===== config.mk =====
export PLATFORM = sky130hd
export DESIGN_NAME = muldiv_hilo
export DESIGN_NICKNAME = d
export VERILOG_FILES = /design/src/rtl/muldiv_hilo.sv
export SDC_FILE = /design/constraint.sdc
export NUM_CORES = 1
export LEC_CHECK = 0
export BUFFER_PORTS_ARGS = -buffer_cell sky130_fd_sc_hd__buf_4
export CORE_MARGIN = 2
export CORE_UTILIZATION = 30
export CTS_CLUSTER_SIZE = 14
export DETAILED_ROUTE_END_ITERATION = 8
export PLACE_DENSITY = 0.48
export SLEW_MARGIN = 10
export SYNTH_ARGS = -nofsm -noshare
export SYNTH_HDL_FRONTEND = slang
export SYNTH_SLANG_ARGS = --single-unit

===== constraint.sdc =====
create_clock -name clk -period 5.46 [get_ports clk]
set_clock_uncertainty 0.05 [all_clocks]
set_input_delay 0.273 -clock clk [delete_from_list [all_inputs] [get_ports clk]]
set_output_delay 0.273 -clock clk [all_outputs]
set_load 0.01 [all_outputs]

===== src/rtl/muldiv_hilo.sv =====
// HI/LO architectural registers with mult capture, mthi/mtlo, and an iterative restoring div/divu engine.
// Optional MULDIV_DZ_FLAG_EN adds a sticky div_zero status output.
module muldiv_hilo #(
  parameter int unsigned WIDTH = 32
) (
  input  logic             clk,
  input  logic             reset,
  input  logic             start_div,
  input  logic             div_signed,
  input  logic [WIDTH-1:0] a,
  input  logic [WIDTH-1:0] b,
  input  logic             hilo_we,
  input  logic [WIDTH-1:0] alu_hi,
  input  logic [WIDTH-1:0] alu_lo,
  input  logic             mthi,
  input  logic             mtlo,
  output logic             busy,
  output logic [WIDTH-1:0] hi,
  output logic [WIDTH-1:0] lo
`ifdef MULDIV_DZ_FLAG_EN
  ,
  output logic             div_zero
`endif
);

  localparam int unsigned CW = (WIDTH > 1) ? $clog2(WIDTH) : 1;

  typedef enum logic [1:0] {IDLE, DIV, FIX} state_t;

  state_t           state, state_nxt;
  logic [CW-1:0]    cnt, cnt_nxt;
  logic [WIDTH-1:0] rem, rem_nxt;
  logic [WIDTH-1:0] quo, quo_nxt;
  logic [WIDTH-1:0] dvs, dvs_nxt;
  logic [WIDTH-1:0] a_raw, a_raw_nxt;
  logic             neg_q, neg_q_nxt;
  logic             neg_r, neg_r_nxt;
  logic             dz, dz_nxt;
  logic [WIDTH-1:0] hi_nxt, lo_nxt;

  logic [WIDTH-1:0] a_mag, b_mag;
  logic [WIDTH:0]   shifted;
  logic [WIDTH-1:0] diff;
  logic             ge;

`ifdef MULDIV_DZ_FLAG_EN
  logic div_zero_nxt;
`endif

  assign busy = (state != IDLE);

  // Operand magnitudes; only signed divides with a set MSB are negated.
  assign a_mag = (div_signed && a[WIDTH-1]) ? -a : a;
  assign b_mag = (div_signed && b[WIDTH-1]) ? -b : b;

  // One restoring step: remainder < divisor keeps the true difference within WIDTH bits.
  assign shifted = {rem, quo[WIDTH-1]};
  assign ge      = (shifted >= {1'b0, dvs});
  assign diff    = shifted[WIDTH-1:0] - dvs;

  always_comb begin
    state_nxt = state;
    cnt_nxt   = cnt;
    rem_nxt   = rem;
    quo_nxt   = quo;
    dvs_nxt   = dvs;
    a_raw_nxt = a_raw;
    neg_q_nxt = neg_q;
    neg_r_nxt = neg_r;
    dz_nxt    = dz;
    hi_nxt    = hi;
    lo_nxt    = lo;
`ifdef MULDIV_DZ_FLAG_EN
    div_zero_nxt = div_zero;
`endif

    case (state)
      IDLE: begin
        if (start_div) begin
          quo_nxt   = a_mag;
          dvs_nxt   = b_mag;
          a_raw_nxt = a;
          neg_q_nxt = div_signed & (a[WIDTH-1] ^ b[WIDTH-1]);
          neg_r_nxt = div_signed & a[WIDTH-1];
          dz_nxt    = (b == '0);
          rem_nxt   = '0;
          cnt_nxt   = CW'(WIDTH - 1);
          state_nxt = DIV;
        end else if (hilo_we) begin
          hi_nxt = alu_hi;
          lo_nxt = alu_lo;
        end else begin
          if (mthi) hi_nxt = a;
          if (mtlo) lo_nxt = a;
        end
`ifdef MULDIV_DZ_FLAG_EN
        if (start_div || hilo_we || mthi || mtlo) div_zero_nxt = 1'b0;
`endif
      end

      DIV: begin
        rem_nxt = ge ? diff : shifted[WIDTH-1:0];
        quo_nxt = {quo[WIDTH-2:0], ge};
        if (cnt == '0) state_nxt = FIX;
        else           cnt_nxt   = cnt - CW'(1);
      end

      FIX: begin
        // Divide by zero bypasses sign correction entirely.
        if (dz) begin
          hi_nxt = a_raw;
          lo_nxt = '1;
        end else begin
          hi_nxt = neg_r ? -rem : rem;
          lo_nxt = neg_q ? -quo : quo;
        end
`ifdef MULDIV_DZ_FLAG_EN
        div_zero_nxt = dz;
`endif
        state_nxt = IDLE;
      end

      default: state_nxt = IDLE;
    endcase
  end

  always_ff @(posedge clk or posedge reset) begin
    if (reset) begin
      state <= IDLE;
      cnt   <= '0;
      rem   <= '0;
      quo   <= '0;
      dvs   <= '0;
      a_raw <= '0;
      neg_q <= 1'b0;
      neg_r <= 1'b0;
      dz    <= 1'b0;
      hi    <= '0;
      lo    <= '0;
`ifdef MULDIV_DZ_FLAG_EN
      div_zero <= 1'b0;
`endif
    end else begin
      state <= state_nxt;
      cnt   <= cnt_nxt;
      rem   <= rem_nxt;
      quo   <= quo_nxt;
      dvs   <= dvs_nxt;
      a_raw <= a_raw_nxt;
      neg_q <= neg_q_nxt;
      neg_r <= neg_r_nxt;
      dz    <= dz_nxt;
      hi    <= hi_nxt;
      lo    <= lo_nxt;
`ifdef MULDIV_DZ_FLAG_EN
      div_zero <= div_zero_nxt;
`endif
    end
  end

endmodule


## Word level (Yosys, flattened, before mapping)

Index checks and enable logic that the tools add are counted.

- Bits of input ports: 135
- Output and inout bits: 65
- Bits in writable memories: 0
- Bits in latches: 0
- Bits in registers: 202
- Memories: 0
- ROM bits: 0
- Word-level logic and storage cells: 68

- Muxes and demuxes: 25
- Multiply operators: 0
- Order comparisons: 1
- Bitwise gates (word level): 3
- Reduce and logical (&&, ||, !) cells: 14
- $add $sub $neg: 6
- Shift operators: 0
- Equality and inequality tests: 8
- Div/mod/pow operators: 0

Operators by type and width:

| cell | number |
|---|---|
| $mux W32 | 15 |
| $pmux W32 S2 | 4 |
| $neg A32 Y32 | 4 |
| $ge A33 B32 Y1 | 1 |
| $logic_not A32 Y1 | 1 |
| $sub A32 B32 Y32 | 1 |
| $mux W5 | 2 |
| $pmux W5 S2 | 1 |
| $reduce_and A3 Y1 | 3 |
| $ne A2 B2 Y1 const B | 4 |
| $ne A3 B3 Y1 const B | 2 |
| $reduce_and A2 Y1 | 3 |
| $reduce_bool A2 Y1 | 3 |
| $logic_not A5 Y1 | 1 |
| $sub A5 B1 Y5 const B | 1 |
| $mux W2 | 2 |
| $pmux W2 S2 | 1 |
| $and A1 B1 Y1 | 2 |
| $eq A2 B1 Y1 const B | 1 |
| $eq A2 B2 Y1 const B | 1 |
| $logic_and A1 B1 Y1 | 2 |
| $logic_not A2 Y1 | 1 |
| $xor A1 B1 Y1 | 1 |

## Depth between registers and ports, before layout

Gate-level depths: netlist of the first run.

- Depth after elaboration: 4
- Gate-level depth with buffers: 13
- Mapped depth without buffers: 12

## Least setup slack after synthesis of the first run

OpenSTA, ideal clock, no wires.

- Path kind: reg-to-reg
- Start point: reg quo[31]
- End point: reg rem[30]
- Arrival: 2.769 ns
- Data required time: 5.323 ns
- Setup time: 0.087 ns
- Period minus slack after synthesis: 2.905 ns
- Path slack: 2.555 ns
- Buffers on the path: 0
- Cell stages (with the launch flop): 13
- Cell sequence: dfrtp_1 -> inv_1 -> ha_1 -> inv_1 -> fa_1 -> a21o_1 -> o2bb2ai_1 -> or4_1 -> a31oi_1 -> o211ai_1 -> mux2i_1 -> a211o_1 -> o211ai_1

- Word-level cells in the longest chain between the ends: 3
- Elaborated cells on any way between the ends: 4
- Those cells by class: add/sub (1); order compare (1); mux (2)

Ends and longest elaborated chain:

| element | RTL line | RTL |
|---|---|---|
| from (decl) | 33 | `logic [WIDTH-1:0] quo, quo_nxt;` |
| from (signal assigned) | 147 | `quo <= quo_nxt;` |
| $sub A32 B32 Y32 / $ge A33 B32 Y1 (equally long branches) | 59, 58 |  |
| $mux W32 * | 102 | `rem_nxt = ge ? diff : shifted[WIDTH-1:0];` |
| $pmux W32 S2 * | 77 | `case (state)` |
| to (signal assigned) | 146 | `rem <= rem_nxt;` |
| to (decl) | 32 | `logic [WIDTH-1:0] rem, rem_nxt;` |

Mark *: on every way between the ends. The rest lies on a longest branch, timed or not.
A chain may end at the register's enable or synchronous reset.

## Worst setup path in the final report of the first run

- Start point: reg rem[25]
- End point: reg rem[22]

- Word-level cells in the longest chain between the ends: 3

Ends and longest elaborated chain:

| element | RTL line | RTL |
|---|---|---|
| $ge A33 B32 Y1 | 58 | `assign ge = (shifted >= {1'b0, dvs});` |
| $mux W32 | 102 |  |
| $pmux W32 S2 | 77 |  |

Every way passes these cells.

==> results by stage, run 1 <==
CTS:
- The clock tree root buffer cell is sky130_fd_sc_hd__clkbuf_16.
- The number of H-tree branching levels is 1.
- The register clock-pin slew on the reported worst setup and hold paths is 60 ps.
- Clock latency on the worst-skew pair, taken at its later pin, is 540 ps.
- The number of buffers on the longest clock path is 3.
- In this run the post-CTS setup repair buffer count came out at 0.
- TritonCTS built the clock tree.
- The number of CTS-inserted buffers is 26.
- The TritonCTS sink count is 202.

Timing:
- The tightest slew margin relative to the limit is 34.3%.
- For the pin with the worst max-slew slack, the measured transition is 986 ps.
- Setup violations remaining at the end of the flow were counted as 0.
- Setup repair after global routing left no endpoint under its margin.
- The clock period could shrink to 3760 ps.
- The hold violation total from the final report is 0.
- The highest clock rate is ~270 MHz.
- In the final timing run, aggregate negative setup slack is 0 ps.
- The number of max-slew violations in the final report is 0.
- After layout, the worst path uses 68.9% of the clock period.

Synth:
- The synthesized net count is around 1800.
- The count of mapped cells out of synthesis is about 1600.
- The cell area that synthesis handed to floorplanning was approximately 14000 um^2.
- The async set or reset register ratio after synthesis is 100%.
- The Yosys step of the flow raised 0 warnings.
- Each instance of the synthesized netlist takes up on average 8.37 um^2.
- The dominant synthesized flop cell is sky130_fd_sc_hd__dfrtp_1.
- The count of flip-flops with a built-in enable after synthesis is 0.
- After synthesis, flip-flops and latches occupy 37.0% of the total area.
- The biggest area contributor in the post-synthesis netlist is sky130_fd_sc_hd__dfrtp_1.
- The distinct cell type count after synthesis is between 60 and 70.
- In the post-synthesis netlist, the biggest area contributors are sky130_fd_sc_hd__dfrtp_1 37%, sky130_fd_sc_hd__o21ai_0 6.1%, sky130_fd_sc_hd__nand2_1 6.0%.
- The share of synthesized area in the top cell type comes to 37.0%.
- The flop and latch count out of synthesis is 202.

Layout:
- 0 antenna diodes ended up in the layout.
- After the last flow step, the layout net total stands at ~2000.
- The layout has 4627 filler cells.
- The library cells used most frequently in the layout, excluding fill and tap cells, are 218 x sky130_fd_sc_hd__nand2_1, 216 x sky130_fd_sc_hd__buf_4, 201 x sky130_fd_sc_hd__dfrtp_1, 168 x sky130_fd_sc_hd__o21ai_0, 116 x sky130_fd_sc_hd__a21oi_1.
- The fraction of final layout cells with drive strength greater than 1 is 16.0%.
- Compared with the post-synthesis result, the final layout area differs by 25.4%.
- The number of standard cells in the final layout excluding fillers is approximately 2400.
- The most common library cell in the layout ignoring fill and taps is sky130_fd_sc_hd__nand2_1.

Flow run:
- Across the run, the number of max-cap violations was 0.

Global routing:
- The total routing resource utilization after global routing is 19.7%.
- The number of global-route vias before repair is 12600.
- The initial antenna violation count is 0.
- The maximum number of pins on one net before global-route repair is 163.
- The wire length of the first global-routing pass is around 74000 um.
- Global routing finished with a remaining overflow of 0.

Detailed routing:
- The sum of routed wire length over all layers is 47500 um.
- For this run, design rule violations remaining after detail routing come to 0.
- The per-cell via count in the routed design is 5.18.
- In the final routed layout, each cell accounts on average for 19.4 um.
- Summing over every cut layer, the via total after detailed routing is 12700.
- The first detailed-routing pass ran for 5 iterations.
- The detailed router finished its first iteration with a little over 800 violations.
- The number of antenna-violating nets in the routed design is 0.

Floorplanning:
- After floorplanning, the core was divided into 78 placement rows.
- The die width is 218 um.
- The core region is 45200 um^2.
- The total die area is 47300 um^2.
- 200 I/O pins were placed.
- The die outline height is 218 um.
- Once the floorplan was initialized, standard cells occupied approximately 30% of the core.

Critical path:
- The number of cells on the worst reg-to-reg path is 10.
- The kind of start point of the critical path is a register.
- In this run the worst path has a maximum fanout of 16.
- At the worst endpoint, the required time is 5810 ps.
- The kind of critical path is reg2reg.
- STA classifies the critical path endpoint as a register.
- Data arrives at the worst endpoint at 4120 ps.

Pwr:
- IR analysis of the VDD net gives a maximum drop of 0.241 mV.
- In this run the static leakage power is 7.61 nW.
- In this run the power density over the cells is 622 nW/um^2.

Placed design:
- Detailed placement ended at an HPWL of ~35000 um.
- The final weighted congestion in routability-driven placement is 0.864.
- After detailed placement, the design holds a cell count of 2345.
- In this run the tool buffered the top-level ports with 199 buffer cells.

Min path:
- The number of cells traversed by the worst hold path is 3.
- The path class of the lowest-slack min-delay path is in2reg.

Outcome:
- The flow ran to the end, and the final reports show no timing, DRC or antenna violations.
metrics by stage:
stage | utilization (%) | area, um^2 | hold slack, ps | setup WS (ps) | power [mW]
floorplan | - | 13700 | 319 | 2520 | 7.01
global placement | 34.8 | 15700 | 402 | 1680 | 8.93
detailed placement | 34.8 | 15700 | 413 | 1710 | 8.95
CTS | 38.0 | 17200 | 0.856 | 1680 | 10.8
global route | 38.0 | 17200 | 23.2 | 1400 | 11.6
finish | 38.0 | 17200 | 24.9 | 1700 | 10.7
power breakdown:
group          internal (mW)  switching [mW]
Clock                   1.05           0.689
Combinational           2.54            3.32
Sequential              2.27           0.809
critical path: stages, from the launching register on:
cell,delay (ps)
sky130_fd_sc_hd__dfrtp_1,450
sky130_fd_sc_hd__ha_1,420
sky130_fd_sc_hd__a21o_1,210
sky130_fd_sc_hd__a21o_1,170
sky130_fd_sc_hd__a211oi_1,230
sky130_fd_sc_hd__o21bai_1,140
sky130_fd_sc_hd__a221oi_2,720
sky130_fd_sc_hd__nand2_1,450
sky130_fd_sc_hd__buf_4,370
sky130_fd_sc_hd__nand2_1,280
sky130_fd_sc_hd__o21ai_0,140
cells by family after synthesis:
family                     Yosys count  synth area share [%]
adders and majority gates           39                  3.62
DFF                                202                  37.0
and+or+nand+nor                    498                  16.9
xor gates and xnor gates           148                  9.48
buffers and inverters              167                  4.67
muxes                               36                  2.64
AOI/OAI and AO/OA                  545                  25.8
final timing paths:
| check | startpoint | end | slack (ps) |
|---|---|---|---|
| min reg2reg | a_raw[22] | a_raw[22] | 420 |
| max in group asynchronous | reset | hi[21] | 3620 |
| max | rem[25] | rem[22] | 1700 |
| max reg2reg | rem[25] | rem[22] | 1700 |
| min in group asynchronous | reset | lo[2] | 450 |
| min | b[20] | dvs[20] | 20 |
flip-flops by register name (all words and copies together) (netlist names):
signal  flops
lo         32
cnt         5
quo        32
a_raw      32
dvs        32
neg_q       1
dz          1
hi         32
state       2
neg_r       1
rem        32
Yosys cell counts (all sizes together), types with 3 or more instances:
library cell	instances
xnor2	66
a211oi	35
nor2	84
xor2	82
a31oi	17
mux2i	35
a221o	4
and3	15
and2	10
nor2b	26
nor3	29
a22o	5
a21o	45
nand4	9
o21bai	5
nor4	16
inv	60
a21oi	118
o41ai	10
nand3	43
nand2b	5
nand2	220
buf	12
a221oi	30
o21ai	168
or2	8
or4	13
or3	14
clkbuf	95
ha	38
a211o	3
o211ai	6
o31ai	42
dfrtp	202
o21a	4
a22oi	31
area by class of cell:
cell class	count	area, um^2	share of cell area (%)
Inverter	60	229	1.33
Sequential cell	202	5060	29.5
Tap cell	600	751	4.38
Clock inverter	4	22.5	0.131
Clock buffer	43	846	4.93
Timing Repair Buffer	274	2210	12.9
Multi-Input combinational cell	1266	8040	46.9
metal layers:
layer,share of wire (%),global-route usage (%)
met1,49,28.9
met2,43,30.4
met3,4.7,2.18
met4,2.6,5.87
met5,0,0
what timing repair did:
action	4_1_cts	5_1_grt
hold endpoints to repair	69	0
gates resized for setup	0	0
hold buffers	57	0
(Power assumes the default switching activity.)
==> run 2: changes to the inputs <==
--- a/config.mk
+++ b/config.mk
@@ -5,6 +5,7 @@
 export SDC_FILE = /design/constraint.sdc
 export NUM_CORES = 1
 export LEC_CHECK = 0
+export ABC_AREA = 1
 export BUFFER_PORTS_ARGS = -buffer_cell sky130_fd_sc_hd__buf_4
 export CORE_MARGIN = 2
 export CORE_UTILIZATION = 30
==> constraint.sdc (replaced) <==
create_clock -name clk -period 3.2 [get_ports clk]
set_clock_uncertainty 0.05 [all_clocks]
set_input_delay 0.16 -clock clk [delete_from_list [all_inputs] [get_ports clk]]
set_output_delay 0.16 -clock clk [all_outputs]
set_load 0.01 [all_outputs]
==> results by stage, run 2 <==
Outcome:
- The run finished with clean final reports.

Pwr:
- For this design the static power due to leakage is between 9 and 10 nW.
- The proportion of total power due to net switching is 51.1%.
- The power density relative to cell area is between 1000 and 1500 nW/um^2.
- The power share of the sequential group is 24.6%.
- The internal portion of the total power is 10.5 mW.
- The combinational fraction of design power is 60.1%.
- The switching power is around 11 mW.
- The peak ir drop on the vdd network is between 0.4 and 0.5 mV.
- In this run, the clock network consumes between 10% and 20% of the power.

Timing:
- Counting I/O delays and the setup requirement, the final critical path takes 3010 ps.
- The number of max-slew violations in the final report was 0.
- The final critical path takes up 94.1% of the cycle.
- Derived from the worst setup path, the maximum achievable clock frequency is 332 MHz.
- The hold violation total from the final report is 0.
- Setup repair after global routing left no endpoint under its margin.
- Measured against its own limit, the worst slew margin works out to 43.8%.
- The worst-margin pin slew is 843 ps.
- The total setup violations reported at the end of the flow is 0.
- The setup TNS after final layout is 0 ps.

Layout:
- After the last flow step, the layout net total stands at 2877.
- The number of standard cells in the final layout excluding fillers is 3412.
- The fraction of final layout cells with drive strength greater than 1 is 14.8%.
- The library cells used most frequently in the layout, excluding fill and tap cells, are 721 x sky130_fd_sc_hd__nand2_1, 300 x sky130_fd_sc_hd__inv_1, 229 x sky130_fd_sc_hd__buf_4, 213 x sky130_fd_sc_hd__nor2_1, 209 x sky130_fd_sc_hd__nand3_1.
- Compared with the post-synthesis result, the final layout area differs by 26.5%.
- Once layout is complete, the utilization of the core stands at a little under two fifths.
- The repair_antennas step left the layout with diodes totalling 0.
- Leaving out fill and tap cells, the most frequent cell in the layout is sky130_fd_sc_hd__nand2_1.

Floorplanning:
- The die is between 200 and 250 um tall.
- The area of the placeable core is 52300 um^2.
- The row count is 84.
- For this configuration, the core starts out at a cell density of 30.2%.
- The total I/O pin count is 200.
- The die covers roughly 55000 um^2.
- The die width is roughly 230 um.

Synth:
- Summed over its instances, the top area cell type makes up 32.0% of the synthesized netlist area.
- The dominant synthesized flop cell is sky130_fd_sc_hd__dfrtp_1.
- The simple-gate area share of the yosys netlist is 37.3%.
- The commonest cells after synthesis are 721 x sky130_fd_sc_hd__nand2_1, 301 x sky130_fd_sc_hd__inv_1, 214 x sky130_fd_sc_hd__nor2_1.
- The proportion of synthesized chip area in sequential cells is 32.0%.
- The fraction of the mapped netlist area in adder cells is 3.13%.
- sky130_fd_sc_hd__nand2_1 is the most common cell in the netlist.
- The count of flip-flops with a built-in enable after synthesis is 0.
- The XOR/XNOR share of the synthesized area is 2.88%.
- By area, the combinational part of the netlist is dominated by simple AND/OR/NAND/NOR gates.
- The distinct cell type count after synthesis is 53.
- In this run the cell area of the synthesized design comes to 15800 um^2.
- The async set or reset register ratio after synthesis is 100%.
- Synthesis handed over a netlist of 2433 instances.
- Measured against the total synthesized area, the mux share comes to 0%.
- Yosys printed 0 warnings.
- The cell accounting for the most synthesized area is sky130_fd_sc_hd__dfrtp_1.
- Yosys attributes the largest share of cell area to sky130_fd_sc_hd__dfrtp_1 32%, sky130_fd_sc_hd__nand2_1 17%, sky130_fd_sc_hd__inv_1 7.1%.
- The synthesized net count is about 2600.
- In this run the mean area of a mapped cell was 6.50 um^2.
- The complex-gate fraction of the synthesized area is 14.1%.
- The flop and latch count out of synthesis is 202.

Global routing:
- The first global-routing pass estimated 102000 um of wire.
- The number of global-route vias before repair is 16600.
- The initial antenna violation count is 0.
- Summed over all layers, the global routing overflow is 0.
- Entering global routing, the biggest net connects slightly below 60 pins.
- The total routing resource utilization after global routing is 24.4%.

Min path:
- The worst hold path belongs to the class in2reg.
- The number of cells traversed by the worst hold path is 5.

Detailed routing:
- For this run, design rule violations remaining after detail routing come to 0.
- The sum of routed wire length over all layers is 67400 um.
- The pre-antenna-repair detailed-routing pass consisted of 6 iterations.
- The vias after detailed routing is 17300.
- In this run, the number of DRC markers left after iteration 0 of detailed routing was 1694.
- In the routed layout, each cell is associated on average with a via count of approximately 5.
- The routed wirelength normalized by instance count is 19.7 um.
- The number of antenna-violating nets in the routed design is 0.

Critical path:
- Of all nets on the critical path, the largest fanout is 18.
- The cell type of the slowest stage on the worst timing path is sky130_fd_sc_hd__dlygate4sd3_1.
- The largest stage delay on the critical path is 550 ps.
- STA classifies the critical path startpoint as an input pin.
- In this design, the largest share of critical-path delay is due to buffers and inverters.
- The buffering stage count on the worst path with inverters included is 6.
- STA puts the critical path data required time at 3600 ps.
- The critical path goes through dlygate4sd3_1 -> buf_4 -> nand2_1 -> inv_1 -> buf_4 -> o31ai_1 -> nand2_1 -> nand2_1 -> dlygate4sd3_1 -> nand3_1 -> dlygate4sd3_1 -> o21ai_1.
- The critical path data arrival time is around 3400 ps.
- STA classifies the critical path endpoint as a register.
- The number of cells on the worst reg-to-reg path is 12.
- Counting buffers and inverters, the worst setup path is 12 cells deep.
- The kind of critical path is in2reg.

Flow run:
- Max-cap violations in this run came to 0.

Placed design:
- At the end of routability-driven placement, the weighted congestion stood at 0.930.
- Including well taps, the total number of placed cells is between 3000 and 4000.
- The count of buffers added on input and output ports is between 150 and 200.
- Detailed placement ended at an HPWL of 53600 um.

CTS:
- Clock tree synthesis found a total of 202 sinks.
- The register clock-pin slew on the reported worst setup and hold paths is 60 ps.
- The CTS tree is yes.
- Clock latency on the worst-skew pair, taken at its later pin, is 580 ps.
- The cell sitting at the root of the clock tree is a sky130_fd_sc_hd__clkbuf_16.
- The number of buffers on the longest clock path is 3.
- In this run the number of H-tree levels came out at 1.
- The number of CTS-inserted buffers is 27.
[run 2: changes by cell type after synthesis, sizes merged, moves of 28 or more]
cell	before	now
buf	12	40
o31ai	42	9
clkbuf	95	54
a21o	45	3
inv	60	316
mux2i	35	0
nand3	43	237
xnor2	66	19
a211oi	35	1
nor2	84	234
nand2	220	764
xor2	82	33
a221oi	30	0
[run 2: cells by family after synthesis]
group                      after synthesis
adders and majority gates               39
xor gates and xnor gates                52
DFF                                    202
buffers and inverters                  410
AOI/OAI and AO/OA                      403
and+or+nand+nor                       1327
[run 2: cell type report]
| class | count | area [um^2] |
|---|---|---|
| fillers | 5726 | 32300 |
| clock buffers | 37 | 793 |
| clock inverters | 13 | 161 |
| well taps | 688 | 861 |
| multi-input cells | 1821 | 9100 |
| repair buffers | 335 | 2830 |
| inverters | 316 | 1190 |
| flip-flops and latches | 202 | 5050 |
[run 2: worst paths after layout]
| kind | start | to | slack [ps] |
|---|---|---|---|
| worst max-delay path | div_signed | dvs[30] | 190 |
| worst min-delay path | alu_hi[30] | hi[30] | 4 |
| worst max register to register | rem[10] | rem[30] | 450 |
| worst min register to register | lo[9] | lo[9] | 430 |
| max in group asynchronous | reset | dvs[13] | 1990 |
| min in group asynchronous | reset | hi[5] | 230 |
[run 2: power groups by stage]
stage / clock (mW) / combinational [mW] / sequential (mW)
floorplan: 0 / 8.96 / 4.86
global placement: 0 / 12.7 / 5.26
detailed placement: 0 / 12.7 / 5.29
CTS: 3.34 / 12.9 / 5.25
global route: 3.43 / 14.5 / 5.45
finish: 3.29 / 12.9 / 5.29
[run 2: repair_timing]
| item | in CTS | in global routing |
|---|---|---|
| gates resized for setup | 0 | 2 |
| setup endpoints to repair | 0 | 1 |
| endpoints found under the hold margin | 143 | 0 |
| setup buffers | 0 | 0 |
| hold buffers | 101 | 0 |
[run 2: tightest hold or removal path, stage by stage]
cell and delay (ps):
sky130_fd_sc_hd__buf_4 80, sky130_fd_sc_hd__nand2_1 40, sky130_fd_sc_hd__nand2_1 90, sky130_fd_sc_hd__o21ai_0 90
sky130_fd_sc_hd__a21oi_1 140
[run 2: metal layers]
| metal | routed length, um | global-route usage [%] | vias to the layer above |
|---|---|---|---|
| met1 | 30900 | 34.2 | 8247 |
| met2 | 30600 | 39.5 | 603 |
| li1 | - | - | 8411 |
| met4 | 1890 | 6.57 | 0 |
| met3 | 3920 | 2.77 | 81 |
| met5 | 0 | 0 | - |
[run 2: metrics by stage]
| stage | instance area, um^2 | hold WS (ps) | setup slack, ps | power, mW |
|---|---|---|---|---|
| after floorplan | 15800 | 231 | 374 | 13.8 |
| after global placement | 18000 | 335 | 433 | 18.0 |
| after detailed placement | 18000 | 335 | 469 | 18.0 |
| after CTS | 20000 | 3.23 | 99.7 | 21.5 |
| after global routing | 20000 | 43.4 | 4.53 | 23.4 |
| final | 20000 | 3.59 | 188 | 21.5 |
